### src/rtl/instr_fetch_pkg.sv
// rtl/instr_fetch_pkg.sv - shared widths, halt encoding, buffer sizing and fetch states
package instr_fetch_pkg;

  localparam int ADDR_W    = 8;
  localparam int DATA_W    = 15;
  localparam int BUF_DEPTH = 2;
  localparam int PTR_W     = $clog2(BUF_DEPTH);
  localparam int CNT_W     = $clog2(BUF_DEPTH + 1);

  localparam logic [DATA_W-1:0] HALT_WORD = '1;

  typedef enum logic [1:0] {
    IDLE  = 2'd0,
    FETCH = 2'd1,
    DRAIN = 2'd2
  } state_t;

endpackage

### src/rtl/instr_fetch_if.sv
// rtl/instr_fetch_if.sv - control, memory-port and instruction-stream signals of the fetch unit
interface instr_fetch_if #(
  parameter int addr_w = instr_fetch_pkg::ADDR_W,
  parameter int data_w = instr_fetch_pkg::DATA_W
);

  logic              start;
  logic [addr_w-1:0] start_addr;
  logic [addr_w-1:0] imem_addr;
  logic [data_w-1:0] imem_data;
  logic              br_taken;
  logic [addr_w-1:0] br_target;
  logic [data_w-1:0] instr;
  logic [addr_w-1:0] instr_pc;
  logic              instr_valid;
  logic              instr_ready;
  logic              busy;

  modport master (
    input  start, start_addr, imem_data, br_taken, br_target, instr_ready,
    output imem_addr, instr, instr_pc, instr_valid, busy
  );

  modport slave (
    output start, start_addr, imem_data, br_taken, br_target, instr_ready,
    input  imem_addr, instr, instr_pc, instr_valid, busy
  );

endinterface

### src/rtl/instr_fetch_buf.sv
// rtl/instr_fetch_buf.sv - fetch_buf: in-order {word, pc} FIFO with flush
module fetch_buf
  import instr_fetch_pkg::*;
#(
  parameter int addr_w = ADDR_W,
  parameter int data_w = DATA_W
) (
  input  logic              clk,
  input  logic              rst_n,
  input  logic              push,
  input  logic [data_w-1:0] push_word,
  input  logic [addr_w-1:0] push_pc,
  input  logic              pop,
  input  logic              flush,
  output logic [data_w-1:0] head_word,
  output logic [addr_w-1:0] head_pc,
  output logic [CNT_W-1:0]  count
);

  logic [data_w-1:0] word_q [BUF_DEPTH];
  logic [addr_w-1:0] pc_q   [BUF_DEPTH];
  logic [PTR_W-1:0]  wr_ptr;
  logic [PTR_W-1:0]  rd_ptr;

  always_ff @(posedge clk or negedge rst_n) begin
    if (!rst_n) begin
      for (int i = 0; i < BUF_DEPTH; i++) begin
        word_q[i] <= '0;
        pc_q[i]   <= '0;
      end
      wr_ptr <= '0;
      rd_ptr <= '0;
      count  <= '0;
    end else if (flush) begin
      // A pop in the flush cycle has already been taken by the consumer; all else is dropped.
      wr_ptr <= '0;
      rd_ptr <= '0;
      count  <= '0;
    end else begin
      if (push) begin
        word_q[wr_ptr] <= push_word;
        pc_q[wr_ptr]   <= push_pc;
        wr_ptr         <= wr_ptr + PTR_W'(1);
      end
      if (pop) begin
        rd_ptr <= rd_ptr + PTR_W'(1);
      end
      count <= count + CNT_W'(push) - CNT_W'(pop);
    end
  end

  assign head_word = word_q[rd_ptr];
  assign head_pc   = pc_q[rd_ptr];

endmodule

### src/rtl/instr_fetch.sv
// rtl/instr_fetch.sv - instruction fetch unit: one read in flight, 2-entry buffer, branch redirect, halt drain
module instr_fetch
  import instr_fetch_pkg::*;
#(
  parameter int addr_w = ADDR_W,
  parameter int data_w = DATA_W
) (
  input  logic           clk,
  input  logic           rst_n,
  instr_fetch_if.master  bus
);

  localparam logic [data_w-1:0] halt_word = '1;

  state_t            state;
  state_t            state_nxt;
  logic [addr_w-1:0] fetch_pc;
  logic [addr_w-1:0] addr_hold;
  logic [addr_w-1:0] flight_pc;
  logic              inflight;
  logic [CNT_W-1:0]  count;
  logic [CNT_W:0]    occ;
  logic [data_w-1:0] head_word;
  logic [addr_w-1:0] head_pc;
  logic              pop;
  logic              redirect;
  logic              issue;
  logic              capture;
  logic              halt_cap;

  assign pop      = (count != '0) && bus.instr_ready;
  assign redirect = bus.br_taken && (state != IDLE);
  assign occ      = {1'b0, count} + (CNT_W+1)'(inflight) - (CNT_W+1)'(pop);
  assign issue    = (state == FETCH) && !bus.br_taken && (occ < (CNT_W+1)'(BUF_DEPTH));
  assign capture  = inflight && (state == FETCH) && !bus.br_taken;
  assign halt_cap = capture && (bus.imem_data == halt_word);

  always_ff @(posedge clk or negedge rst_n) begin
    if (!rst_n) state <= IDLE;
    else        state <= state_nxt;
  end

  always_comb begin
    state_nxt = state;
    case (state)
      IDLE:    if (bus.start) state_nxt = FETCH;
      FETCH:   if (bus.br_taken) state_nxt = FETCH;
               else if (halt_cap) state_nxt = DRAIN;
      DRAIN:   if (bus.br_taken) state_nxt = FETCH;
               else if (count == '0 || (count == CNT_W'(1) && pop)) state_nxt = IDLE;
      default: state_nxt = IDLE;
    endcase
  end

  // The address is presented in the issue cycle itself so the registered memory answers in time
  // for the 2-cycle start-to-valid latency; otherwise the last issued address is held.
  always_comb begin
    bus.busy        = (state != IDLE);
    bus.imem_addr   = issue ? fetch_pc : addr_hold;
    bus.instr       = head_word;
    bus.instr_pc    = head_pc;
    bus.instr_valid = (count != '0);
  end

  always_ff @(posedge clk or negedge rst_n) begin
    if (!rst_n) begin
      fetch_pc  <= '0;
      addr_hold <= '0;
      flight_pc <= '0;
      inflight  <= 1'b0;
    end else begin
      inflight <= issue;
      if (issue) begin
        addr_hold <= fetch_pc;
        flight_pc <= fetch_pc;
      end
      if (state == IDLE && bus.start) fetch_pc <= bus.start_addr;
      else if (redirect)              fetch_pc <= bus.br_target;
      else if (issue)                 fetch_pc <= fetch_pc + addr_w'(1);
    end
  end

  fetch_buf #(
    .addr_w (addr_w),
    .data_w (data_w)
  ) u_buf (
    .clk       (clk),
    .rst_n     (rst_n),
    .push      (capture),
    .push_word (bus.imem_data),
    .push_pc   (flight_pc),
    .pop       (pop),
    .flush     (redirect),
    .head_word (head_word),
    .head_pc   (head_pc),
    .count     (count)
  );

endmodule

### src/flat_wrapper.sv
// flat-port wrapper written by rule: the top's interface ports become plain ports
module instr_fetch_flat import instr_fetch_pkg::*;
#(
  parameter int addr_w = ADDR_W,
  parameter int data_w = DATA_W
)
  (clk, rst_n, bus_start, bus_start_addr, bus_imem_data, bus_br_taken, bus_br_target, bus_instr_ready, bus_imem_addr, bus_instr, bus_instr_pc, bus_instr_valid, bus_busy);
  instr_fetch_if #(.addr_w(addr_w), .data_w(data_w)) bus_i ();
  input  logic clk;
  input  logic rst_n;
  input wire logic [$bits(bus_i.start)-1:0] bus_start;
  input wire logic [$bits(bus_i.start_addr)-1:0] bus_start_addr;
  input wire logic [$bits(bus_i.imem_data)-1:0] bus_imem_data;
  input wire logic [$bits(bus_i.br_taken)-1:0] bus_br_taken;
  input wire logic [$bits(bus_i.br_target)-1:0] bus_br_target;
  input wire logic [$bits(bus_i.instr_ready)-1:0] bus_instr_ready;
  output wire logic [$bits(bus_i.imem_addr)-1:0] bus_imem_addr;
  output wire logic [$bits(bus_i.instr)-1:0] bus_instr;
  output wire logic [$bits(bus_i.instr_pc)-1:0] bus_instr_pc;
  output wire logic [$bits(bus_i.instr_valid)-1:0] bus_instr_valid;
  output wire logic [$bits(bus_i.busy)-1:0] bus_busy;
  assign bus_i.start = bus_start;
  assign bus_i.start_addr = bus_start_addr;
  assign bus_i.imem_data = bus_imem_data;
  assign bus_i.br_taken = bus_br_taken;
  assign bus_i.br_target = bus_br_target;
  assign bus_i.instr_ready = bus_instr_ready;
  assign bus_imem_addr = bus_i.imem_addr;
  assign bus_instr = bus_i.instr;
  assign bus_instr_pc = bus_i.instr_pc;
  assign bus_instr_valid = bus_i.instr_valid;
  assign bus_busy = bus_i.busy;
  instr_fetch #(.addr_w(addr_w), .data_w(data_w)) u_core (.clk(clk), .rst_n(rst_n), .bus(bus_i));
endmodule
### config.mk
export PLATFORM = sky130hd
export DESIGN_NAME = instr_fetch_flat
export DESIGN_NICKNAME = d
export VERILOG_FILES = /design/src/rtl/instr_fetch_pkg.sv /design/src/rtl/instr_fetch_if.sv /design/src/rtl/instr_fetch_buf.sv /design/src/rtl/instr_fetch.sv /design/src/flat_wrapper.sv
export SDC_FILE = /design/constraint.sdc
export NUM_CORES = 1
export LEC_CHECK = 0
export ABC_AREA = 0
export CAP_MARGIN = 15
export CORE_MARGIN = 3
export CORE_UTILIZATION = 45
export CTS_CLUSTER_DIAMETER = 40
export DETAILED_ROUTE_END_ITERATION = 7
export PLACE_DENSITY = 0.77
export SYNTH_ARGS = -nofsm -noshare
export SYNTH_HDL_FRONTEND = slang
export SYNTH_HIERARCHICAL = 1
export SYNTH_SLANG_ARGS = --single-unit
### constraint.sdc
create_clock -name clk -period 3.8 [get_ports clk]
set_clock_uncertainty 0.05 [all_clocks]
set_input_delay 0.76 -clock clk [delete_from_list [all_inputs] [get_ports clk]]
set_output_delay 0.76 -clock clk [all_outputs]
set_load 0.05 [all_outputs]
==> key figures <==
Status
  • Status: complete, no violations

STA
  • Worst Max-Slew Pin Slew: 0.9326 ns
  • Final Hold Vio Count: 0
  • FMAX: 271.0 MHz
  • Tcrit/Tclk final: 97.10%
  • Final min period: 3.690 ns
  • TNS Setup: 0 ns
  • RSZ-0062 raised after global routing: false
  • Relative slew slack: 37.83%
  • Hold Slack: 0.4438 ns
  • Final setup viols: 0
  • Slew Viols, Final: 0

Place
  • Post-DP HPWL: 5032 microns
  • Area post-placement: 0.004503 sq mm
  • PortBufs: 68
  • RD Place Congestion: 0.7901
  • Post-placement cell count: 454

Floorplanning
  • Initial Utilization: 47.56%
  • Die span in y: 94.72 microns
  • Boundary pin count: 69
  • Placeable Area: 0.007447 sq mm
  • Die area: 0.008972 sq mm
  • Chip width: 94.72 microns
  • Row count: 31

Setup path
  • Worst setup SP type: flop
  • Arrival @ worst endpoint: 2.88 ns
  • CP required: 2.99 ns
  • Critical path class: reg -> out
  • Element type at the critical path end: output pin
  • CP max FO: 7

Power
  • Clock share of power: 13.9%
  • Combinational fraction of design power: 59.7%
  • LEAKAGE: 2.207 nW
  • Internal power: 2.982 mW
  • Switching share of power: 41.82%
  • Psw: 2.144 mW
  • Worst vdd ir: 687.1 uV
  • Reg power frac: 26.4%
  • Pwr per Cell Area: 1060 mW/mm^2

CTS
  • TritonCTS clock tree: built
  • Worst-skew pair later-pin latency: 0.34 ns
  • Root Driver: clkbuf_8
  • Num CTS Buffers: 9
  • Hold buffers post-CTS: 0
  • CTS max path bufs: 2
  • CTS sink cnt: 77
  • Clk slew on worst S/H paths: 0.07 ns
  • CTS H-tree lvls: 3

Global routing
  • Vias in the first global route: 2545
  • Initial antenna violation count: 0
  • Total global routing overflow: 0
  • Overall Global Routing Usage: 17.52%
  • Pin count of the biggest net entering global routing: 78
  • First-pass GRT wire length: 12050 microns

Routing
  • Routed WL: 7461 microns
  • Remaining DRCs: 0
  • Wirelength per Cell: 15.64 microns
  • DR pass1 iterations: 4
  • Starting DRT DRC Count: 86
  • Vias/cell: 5.237
  • Post-DRT Antenna Nets: 0
  • Detailed-route via count: 2498

Synthesis
  • Synth warn: 6
  • Cells after Synth: 279
  • Register area share after synthesis: 54.40%
  • Mean Syn Cell Area: 12.70 sq um
  • Number of synthesized flops with an enable pin: 0
  • Dominant synthesized flop cell: dfrtp_1
  • Distinct cells, synth: 49
  • Post-Syn Area: 0.003542 sq mm
  • Syn nets: 320
  • Post-synthesis async set-or-reset flop share: 100.0%
  • Synth Register Bits: 77

Final layout
  • Area growth, synth to finish: 36.45%
  • Layout Nets: 415
  • Non-Filler Instances: 477
  • Ant diodes: 0
  • Core Util, Final: 64.90%
  • Fin area: 0.004833 sq mm
  • Share of post-route cells with drive strength above 1: 38.10%

Hold path
  • Worst hold path class: reg -> reg

Flow run
  • Max-cap violations: 0
==> sequential cells by signal, summed over array words and instances (netlist names) <==
signal / flops
u_core/addr_hold: 8
u_core/fetch_pc: 8
u_core/flight_pc: 8
u_core/inflight: 1
u_core/state: 2
u_core/u_buf/count: 2
u_core/u_buf/pc_q: 16
u_core/u_buf/rd_ptr: 1
u_core/u_buf/word_q: 30
u_core/u_buf/wr_ptr: 1
==> metrics by stage <==
stage,setup slack [ns],power (mW)
after global placement,-0.03426,4.216
after floorplan,0.09957,3.169
after global routing,0.01940,5.393
after CTS,-0.0001423,5.044
after detailed placement,-0.05442,4.265
final,0.1100,5.126
==> worst paths after layout <==
path / from / end / slack (ns) / depth (start not counted)
worst max-delay path: u_core/u_buf/count[1]$_DFF_PN0_ / bus_imem_addr[1] / 0.11 / 11
worst min-delay path: u_core/u_buf/word_q[17]$_DFFE_PN0P_ / u_core/u_buf/word_q[17]$_DFFE_PN0P_ / 0.44 / 1
worst max register to register: u_core/u_buf/count[1]$_DFF_PN0_ / u_core/fetch_pc[7]$_DFFE_PN0P_ / 0.73 / 11
worst min register to register: u_core/u_buf/word_q[17]$_DFFE_PN0P_ / u_core/u_buf/word_q[17]$_DFFE_PN0P_ / 0.44 / 1
max in group asynchronous: rst_n / u_core/u_buf/count[1]$_DFF_PN0_ / 2.54 / 1
min in group asynchronous: rst_n / u_core/fetch_pc[1]$_DFFE_PN0P_ / 0.51 / 1
==> routing by layer <==
metal | up-vias | wire [microns] | global-route usage [%]
li1 | 1176 | - | -
met1 | 1243 | 3167 | 22.82
met2 | 70 | 3783 | 28.54
met3 | 9 | 408 | 4.303
met4 | 0 | 101 | 6.130
met5 | - | 0 | 0
==> kinds of logic (layout without fill, tap and decap cells) <==
| group | Yosys count | in the layout | synth area share, % |
|---|---|---|---|
| AO/OA/AOI/OAI | 22 | 22 | 4.522 |
| XOR/XNOR | 5 | 5 | 1.625 |
| adder cells (fa/ha/maj) | 5 | 5 | 1.978 |
| buffers and inverters | 18 | 117 | 3.002 |
| flip-flops | 77 | 77 | 54.40 |
| multiplexers | 72 | 72 | 22.85 |
| AND/OR/NAND/NOR | 80 | 80 | 11.62 |
==> critical path, cell delays in order, from the launching register on <==
cell and delay (ns):
dfrtp_2 0.43, or2_4 0.24, and2_4 0.16, ha_1 0.28, nand2b_4 0.15, fa_1 0.47
and4bb_4 0.26, nand2_4 0.09, buf_8 0.15, nand2_1 0.08, nand2_2 0.08, buf_12 0.15
==> layout by cell type, fill, tap and decap left out, types with 2 or more instances in the layout <==
| cell type | n |
|---|---|
| dfrtp_1 | 76 |
| mux2_2 | 68 |
| clkdlybuf4s50_1 | 58 |
| nand2_1 | 29 |
| buf_4 | 24 |
| nand2_2 | 13 |
| nor2_1 | 10 |
| clkbuf_8 | 9 |
| buf_12 | 8 |
| nand3_1 | 7 |
| inv_1 | 6 |
| o22ai_1 | 4 |
| ha_1 | 4 |
| bufinv_16 | 3 |
| clkinv_2 | 3 |
| xnor2_1 | 3 |
| nand4_1 | 3 |
| a21oi_1 | 3 |
| mux2_1 | 3 |
| o21ai_1 | 2 |
| a31oi_1 | 2 |
| nor3_1 | 2 |
| a22o_1 | 2 |
| a211o_1 | 2 |
| or3_1 | 2 |
==> power groups by stage <==
stage                     combinational, mW  clock, mW  sequential (mW)
after detailed placement               2.90          0             1.36
final                                  3.06      0.713             1.35
after CTS                              2.96      0.731             1.35
after global routing                   3.23      0.771             1.39
after global placement                 2.88          0             1.34
after floorplan                        1.87          0             1.30
==> cell type report <==
class                           instances  area (sq um)
Fill cell                             564          2614
Sequential cell                        77          1928
Multi-Input combinational cell        184          1554
Timing Repair Buffer                   93         959.7
Clock buffer                           10         127.6
Tap cell                               99         123.9
Clock inverter                          5         100.1
Inverter                                8         35.03
Timing Repair inverter                  1         5.005
==> repair_timing <==
action                                  CTS  global route
buffers inserted                          1             6
gates resized for setup                   5            10
pin swaps                                 2             5
endpoints found under the hold margin     0             0
endpoints found under the setup margin    8             8
gates cloned                              0             1
==> cell usage after synthesis (2+ instances only) <==
library cell	instances	area, sq um
inv_2	2	7.510
a31oi_1	2	12.51
inv_1	6	22.52
ha_1	4	50.05
o21ai_1	2	10.01
clkbuf_1	2	7.510
nand4_1	3	18.77
o22ai_1	4	25.02
a22o_1	2	17.52
xnor2_1	3	26.28
a21oi_1	3	15.01
or3_1	2	12.51
mux2_2	68	765.7
nand3_1	7	35.03
nor3_1	2	10.01
nor2_1	10	37.54
mux2_1	3	33.78
buf_4	2	15.01
buf_2	3	15.01
a211o_1	2	17.52
clkbuf_8	2	27.53
nand2_1	42	157.7
dfrtp_1	77	1927
Power figures use the tool's default switching activity.
